$ cat config.mk
export PLATFORM = sky130hd
export DESIGN_NAME = rvfi_dmem_multi_check
export DESIGN_NICKNAME = d
export VERILOG_FILES = /design/src/rtl/rvfi_dmem_multi_check.sv
export SDC_FILE = /design/constraint.sdc
export NUM_CORES = 1
export LEC_CHECK = 0
export ABC_AREA = 1
export ABC_CLOCK_PERIOD_IN_PS = 4750
export CORE_MARGIN = 2
export CORE_UTILIZATION = 40
export CTS_CLUSTER_DIAMETER = 30
export CTS_CLUSTER_SIZE = 12
export DETAILED_ROUTE_END_ITERATION = 10
export PLACE_DENSITY = 0.67
export SYNTH_ARGS = -nofsm -noshare
export SYNTH_HDL_FRONTEND = slang
export SYNTH_SLANG_ARGS = --single-unit
$ cat constraint.sdc
create_clock -name clock -period 4.75 [get_ports clock]
set_input_delay 1.1875 -clock clock [delete_from_list [all_inputs] [get_ports clock]]
set_output_delay 1.1875 -clock clock [all_outputs]
set_load 0.01 [all_outputs]
$ cat src/rtl/rvfi_dmem_multi_check.sv
// Byte-granular shadow checker for RVFI data-memory traffic on a set of tracked words.
// Flags any read of a previously written byte that disagrees with the shadow copy.
module rvfi_dmem_multi_check #(
  parameter int XLEN  = 32,
  parameter int NRET  = 1,
  parameter int NADDR = 4,
  parameter int CNTW  = 16,
  localparam int NB = XLEN / 8,
  localparam int BW = $clog2(NB),
  localparam int CW = (NRET > 1) ? $clog2(NRET) : 1,
  localparam int SW = (NADDR > 1) ? $clog2(NADDR) : 1
) (
  input  logic                  clock,
  input  logic                  resetn,
  input  logic                  enable,
  input  logic [NADDR*XLEN-1:0] track_addr,
  input  logic [NRET-1:0]       rvfi_valid,
  input  logic [NRET*XLEN-1:0]  rvfi_mem_addr,
  input  logic [NRET*NB-1:0]    rvfi_mem_rmask,
  input  logic [NRET*NB-1:0]    rvfi_mem_wmask,
  input  logic [NRET*XLEN-1:0]  rvfi_mem_rdata,
  input  logic [NRET*XLEN-1:0]  rvfi_mem_wdata,
  output logic                  mismatch,
  output logic                  err_sticky,
  output logic [CNTW-1:0]       err_count,
  output logic [CW-1:0]         err_chan,
  output logic [SW-1:0]         err_slot,
  output logic [BW-1:0]         err_byte
);

  logic [XLEN-BW-1:0] slot_word [NADDR];
  logic [XLEN-BW-1:0] chan_word [NRET];
  logic [NADDR*BW-1:0] unused_track_low;
  logic [NRET*BW-1:0]  unused_addr_low;

  genvar gi;
  generate
    for (gi = 0; gi < NADDR; gi++) begin : g_slot
      assign slot_word[gi] = track_addr[gi*XLEN+BW +: XLEN-BW];
      assign unused_track_low[gi*BW +: BW] = track_addr[gi*XLEN +: BW];
    end
    for (gi = 0; gi < NRET; gi++) begin : g_chan
      assign chan_word[gi] = rvfi_mem_addr[gi*XLEN+BW +: XLEN-BW];
      assign unused_addr_low[gi*BW +: BW] = rvfi_mem_addr[gi*XLEN +: BW];
    end
  endgenerate

  logic [XLEN-1:0] shadow_reg  [NADDR];
  logic [XLEN-1:0] shadow_next [NADDR];
  logic [NB-1:0]   written_reg  [NADDR];
  logic [NB-1:0]   written_next [NADDR];

  logic          fail_any;
  logic          cap_found;
  logic [CW-1:0] cap_chan;
  logic [SW-1:0] cap_slot;
  logic [BW-1:0] cap_byte;

  // The *_next arrays double as running state so that later channels observe
  // earlier channels' writes, while each lane compares before it updates.
  always_comb begin
    for (int k = 0; k < NADDR; k++) begin
      shadow_next[k]  = shadow_reg[k];
      written_next[k] = written_reg[k];
    end
    fail_any  = 1'b0;
    cap_found = 1'b0;
    cap_chan  = '0;
    cap_slot  = '0;
    cap_byte  = '0;
    for (int c = 0; c < NRET; c++) begin
      for (int k = 0; k < NADDR; k++) begin
        if (rvfi_valid[c] && (chan_word[c] == slot_word[k])) begin
          for (int i = 0; i < NB; i++) begin
            if (enable && rvfi_mem_rmask[c*NB+i] && written_next[k][i] &&
                (rvfi_mem_rdata[c*XLEN+8*i +: 8] != shadow_next[k][8*i +: 8])) begin
              fail_any = 1'b1;
              if (!cap_found) begin
                cap_found = 1'b1;
                cap_chan  = CW'(c);
                cap_slot  = SW'(k);
                cap_byte  = BW'(i);
              end
            end
            if (rvfi_mem_wmask[c*NB+i]) begin
              shadow_next[k][8*i +: 8] = rvfi_mem_wdata[c*XLEN+8*i +: 8];
              written_next[k][i]       = 1'b1;
            end
          end
        end
      end
    end
  end

  // Shadow contents are only meaningful where the written bit is set.
  always_ff @(posedge clock) begin
    for (int k = 0; k < NADDR; k++) begin
      shadow_reg[k] <= shadow_next[k];
    end
  end

  always_ff @(posedge clock or negedge resetn) begin
    if (!resetn) begin
      for (int k = 0; k < NADDR; k++) begin
        written_reg[k] <= '0;
      end
      mismatch   <= 1'b0;
      err_sticky <= 1'b0;
      err_count  <= '0;
      err_chan   <= '0;
      err_slot   <= '0;
      err_byte   <= '0;
    end else begin
      for (int k = 0; k < NADDR; k++) begin
        written_reg[k] <= written_next[k];
      end
      mismatch <= fail_any;
      if (fail_any && (err_count != {CNTW{1'b1}})) begin
        err_count <= err_count + CNTW'(1);
      end
      if (fail_any && !err_sticky) begin
        err_sticky <= 1'b1;
        err_chan   <= cap_chan;
        err_slot   <= cap_slot;
        err_byte   <= cap_byte;
      end
    end
  end

endmodule

==> impl_metrics.env <==
export IMPL_grt_pass1_vias=9724
export IMPL_cts_made_buffers=17
export IMPL_cts_hold_buffers=0
export IMPL_place_area_sq_um=13500
export IMPL_chipHeight_um=167
export IMPL_whs_endpoint="written_reg[8]"
export IMPL_fmax_mhz=269
export IMPL_synth_cells=1336
export IMPL_path_class="in -> reg"
export IMPL_crit_slowest_cell="clkdlybuf4s50_1"
export IMPL_worst_setup_path_end_kind="flip-flop"
export IMPL_clk_pin_slew_ns=0.06
export IMPL_ant_nets=0
export IMPL_cts_tree="done"
export IMPL_antenna_found_initial=1
export IMPL_final_max_slew_viol_count=0
export IMPL_syn_area_sq_um=10600
export IMPL_arrival_ns=3.85
export IMPL_report_final_setup_viol=0
export IMPL_fin_crit_sh=0.783
export IMPL_io_buffers=247
export IMPL_fin_area_sq_um=14100
export IMPL_crit_required_ns=4.88
export IMPL_netlist_top_cells_count="nand2_1, inv_1, nor2_1"
export IMPL_cts_root_buf="clkbuf_16"
export IMPL_ctsResizeCount=0
export IMPL_cpLargestDelayFamily="simple AND/OR/NAND/NOR gates"
export IMPL_synth_ff_type="edfxtp_1"
export IMPL_initial_utilization=0.406
export IMPL_syn_avg_cell_area_sq_um=7.93
export IMPL_hold_viol=0
export IMPL_cp_cell_sequence="clkdlybuf4s50_1 > xnor2_1 > nand3_1 > nor3_1 > nand3b_1 > nor2_2 > inv_1 > nor2_1 > buf_4"
export IMPL_leakagePower_nw=6.12
export IMPL_postCtsSetupBuffers=0
export IMPL_routed_wl_mm=37.0
export IMPL_r2r_cells=12
export IMPL_grt_usage=0.266
export IMPL_status="completed"
export IMPL_drtPass1Iterations=5
export IMPL_synth_top_area_frac=0.363
export IMPL_clk_latency_ns=0.42
export IMPL_final_util=0.542
export IMPL_yosysSeqAreaShare=0.453
export IMPL_hold_start="written_reg[8]"
export IMPL_holdPathStages=2
export IMPL_synth_edf_count=128
export IMPL_ir_drop_mv=0.208
export IMPL_syn_to_final_growth_pct=33.2
export IMPL_final_setup_skew_ns=0.0145
export IMPL_power_density_nw_per_um2=253
export IMPL_max_cap_viol_count=0
export IMPL_cpPeakStageDelay_ns=0.59
export IMPL_ys_types=42
export IMPL_rows=59
export IMPL_die_w_um=167
export IMPL_relSlewSlack=0.425
export IMPL_grt_max_degree=39
export IMPL_finalCriticalPeriod_ns=3.72
export IMPL_dr_first_iter_drc_count=892
export IMPL_tightest_slew_ns=0.863
export IMPL_ys_seq_elements=166
export IMPL_cp_start_kind="input port"
export IMPL_fin_cells=1953
export IMPL_syn_nets=1573
export IMPL_yosysWarnings=0
export IMPL_rsz0062_at_grt="false"
export IMPL_async_reset_ff_frac=0.229
export IMPL_drc_errors=0
export IMPL_overflow=0
export IMPL_dp_hpwl_mm=30.9
export IMPL_largest_reg_flops=128
export IMPL_fin_tns_setup_ns=0
export IMPL_vias=9856
export IMPL_fillers=2431
export IMPL_nets=1841
export IMPL_reg2reg_from="shadow_reg[3][5]"
export IMPL_clock_sinks=166
export IMPL_routed_wire_length_per_instance_um=19.0
export IMPL_grt_pass1_wl_mm=55.8
export IMPL_yosysTopAreaCell="edfxtp_1"
export IMPL_ctsLongestPathBuffers=2
export IMPL_place_gp_congestion=0.991
export IMPL_reg2reg_slack_ns=2.27
export IMPL_via_per_inst=5.05
export IMPL_dieArea_sq_um=27800
export IMPL_dp_cells=1920
export IMPL_crit_path_max_fanout=7
export IMPL_hold_path_class="reg -> reg"
export IMPL_core_sq_um=26100
export IMPL_io_pins=259
export IMPL_h_tree_depth=4
export IMPL_reg2reg_to="err_count[5]"
export IMPL_total_power_mw=3.56
export IMPL_yosysMostFrequentCell="nand2_1"
export IMPL_cp_buffers_inverters=3
export IMPL_drive_above_1_share=0.0779
export IMPL_synthTopCellsByArea="edfxtp_1, nand2_1, xnor2_1"
==> logic make-up (layout without fill, tap and decap cells) <==
group	count (synthesis)	count (layout)	share of synthesized area
AOI/OAI and AO/OA	47	47	0.0240
xor gates and xnor gates	142	142	0.120
adders and majority gates	1	1	0.00118
buffers and inverters	218	499	0.0812
DFF	166	166	0.453
other	1	2	0.000354
and+or+nand+nor	761	761	0.320
==> worst register-to-register path: stages (launching register included) <==
cell and delay, ns:
edfxtp_1 0.38, xnor2_1 0.19, nand4_1 0.15, o21ai_0 0.44
nand4_1 0.35, nand4_1 0.33, nand2_4 0.12, nand2_4 0.14
inv_4 0.05, nand2_1 0.05, nand2_1 0.05, nand2_1 0.07
inv_1 0.05
==> cell usage in the layout, fill, tap and decap left out, drive strengths merged, types with 23 or more instances in the layout <==
cell / count
buf: 23
clkdlybuf4s50: 246
dfrtp: 38
edfxtp: 128
inv: 202
nand2: 405
nand3: 56
nand4: 70
nor2: 153
o21ai: 30
or2: 40
xnor2: 118
xor2: 24
==> worst max-delay path by stage <==
stage,endpoint,cells after the start,slack (ns),from
2_1_floorplan,shadow_reg[3][24],8,1.88,rvfi_mem_addr[16]
3_3_place_gp,shadow_reg[3][27],9,0.67,rvfi_mem_addr[18]
3_5_place_dp,shadow_reg[3][27],9,0.64,rvfi_mem_addr[18]
4_1_cts,shadow_reg[3][25],9,1.08,rvfi_mem_addr[18]
5_1_grt,shadow_reg[3][25],9,0.90,rvfi_mem_addr[18]
6_report,shadow_reg[3][25],9,1.03,rvfi_mem_addr[18]
==> final cells by class <==
| class | count | area (sq um) | area share |
|---|---|---|---|
| diodes | 1 | 2.50 | 0.000177 |
| clock buffers | 19 | 433 | 0.0307 |
| clock inverters | 13 | 148 | 0.0105 |
| inverters | 198 | 746 | 0.0528 |
| multi-input cells | 952 | 4940 | 0.350 |
| flip-flops and latches | 166 | 4790 | 0.340 |
| well taps | 335 | 419 | 0.0297 |
| repair buffers | 269 | 2630 | 0.187 |
==> power breakdown <==
group	internal (mW)	switching [mW]
sequential	1.56	0.0000000977
clock	0.782	0.589
combinational	0.294	0.333
total	2.64	0.922
==> stage by stage <==
| step | setup WS [ns] | hold WS, ns |
|---|---|---|
| floorplan | 1.88 | 0.428 |
| global placement | 0.666 | 0.439 |
| detailed placement | 0.637 | 0.446 |
| CTS | 1.08 | 0.461 |
| global route | 0.895 | 0.479 |
| finish | 1.03 | 0.457 |
==> per-layer routing <==
layer  vias up  track usage  share of wire
met2       366        0.451           0.48
met1      4663        0.366           0.44
met5         -            0              0
met3        33       0.0330          0.061
li1       4794            -              -
met4         0       0.0592          0.014
(Power assumes the default switching activity.)
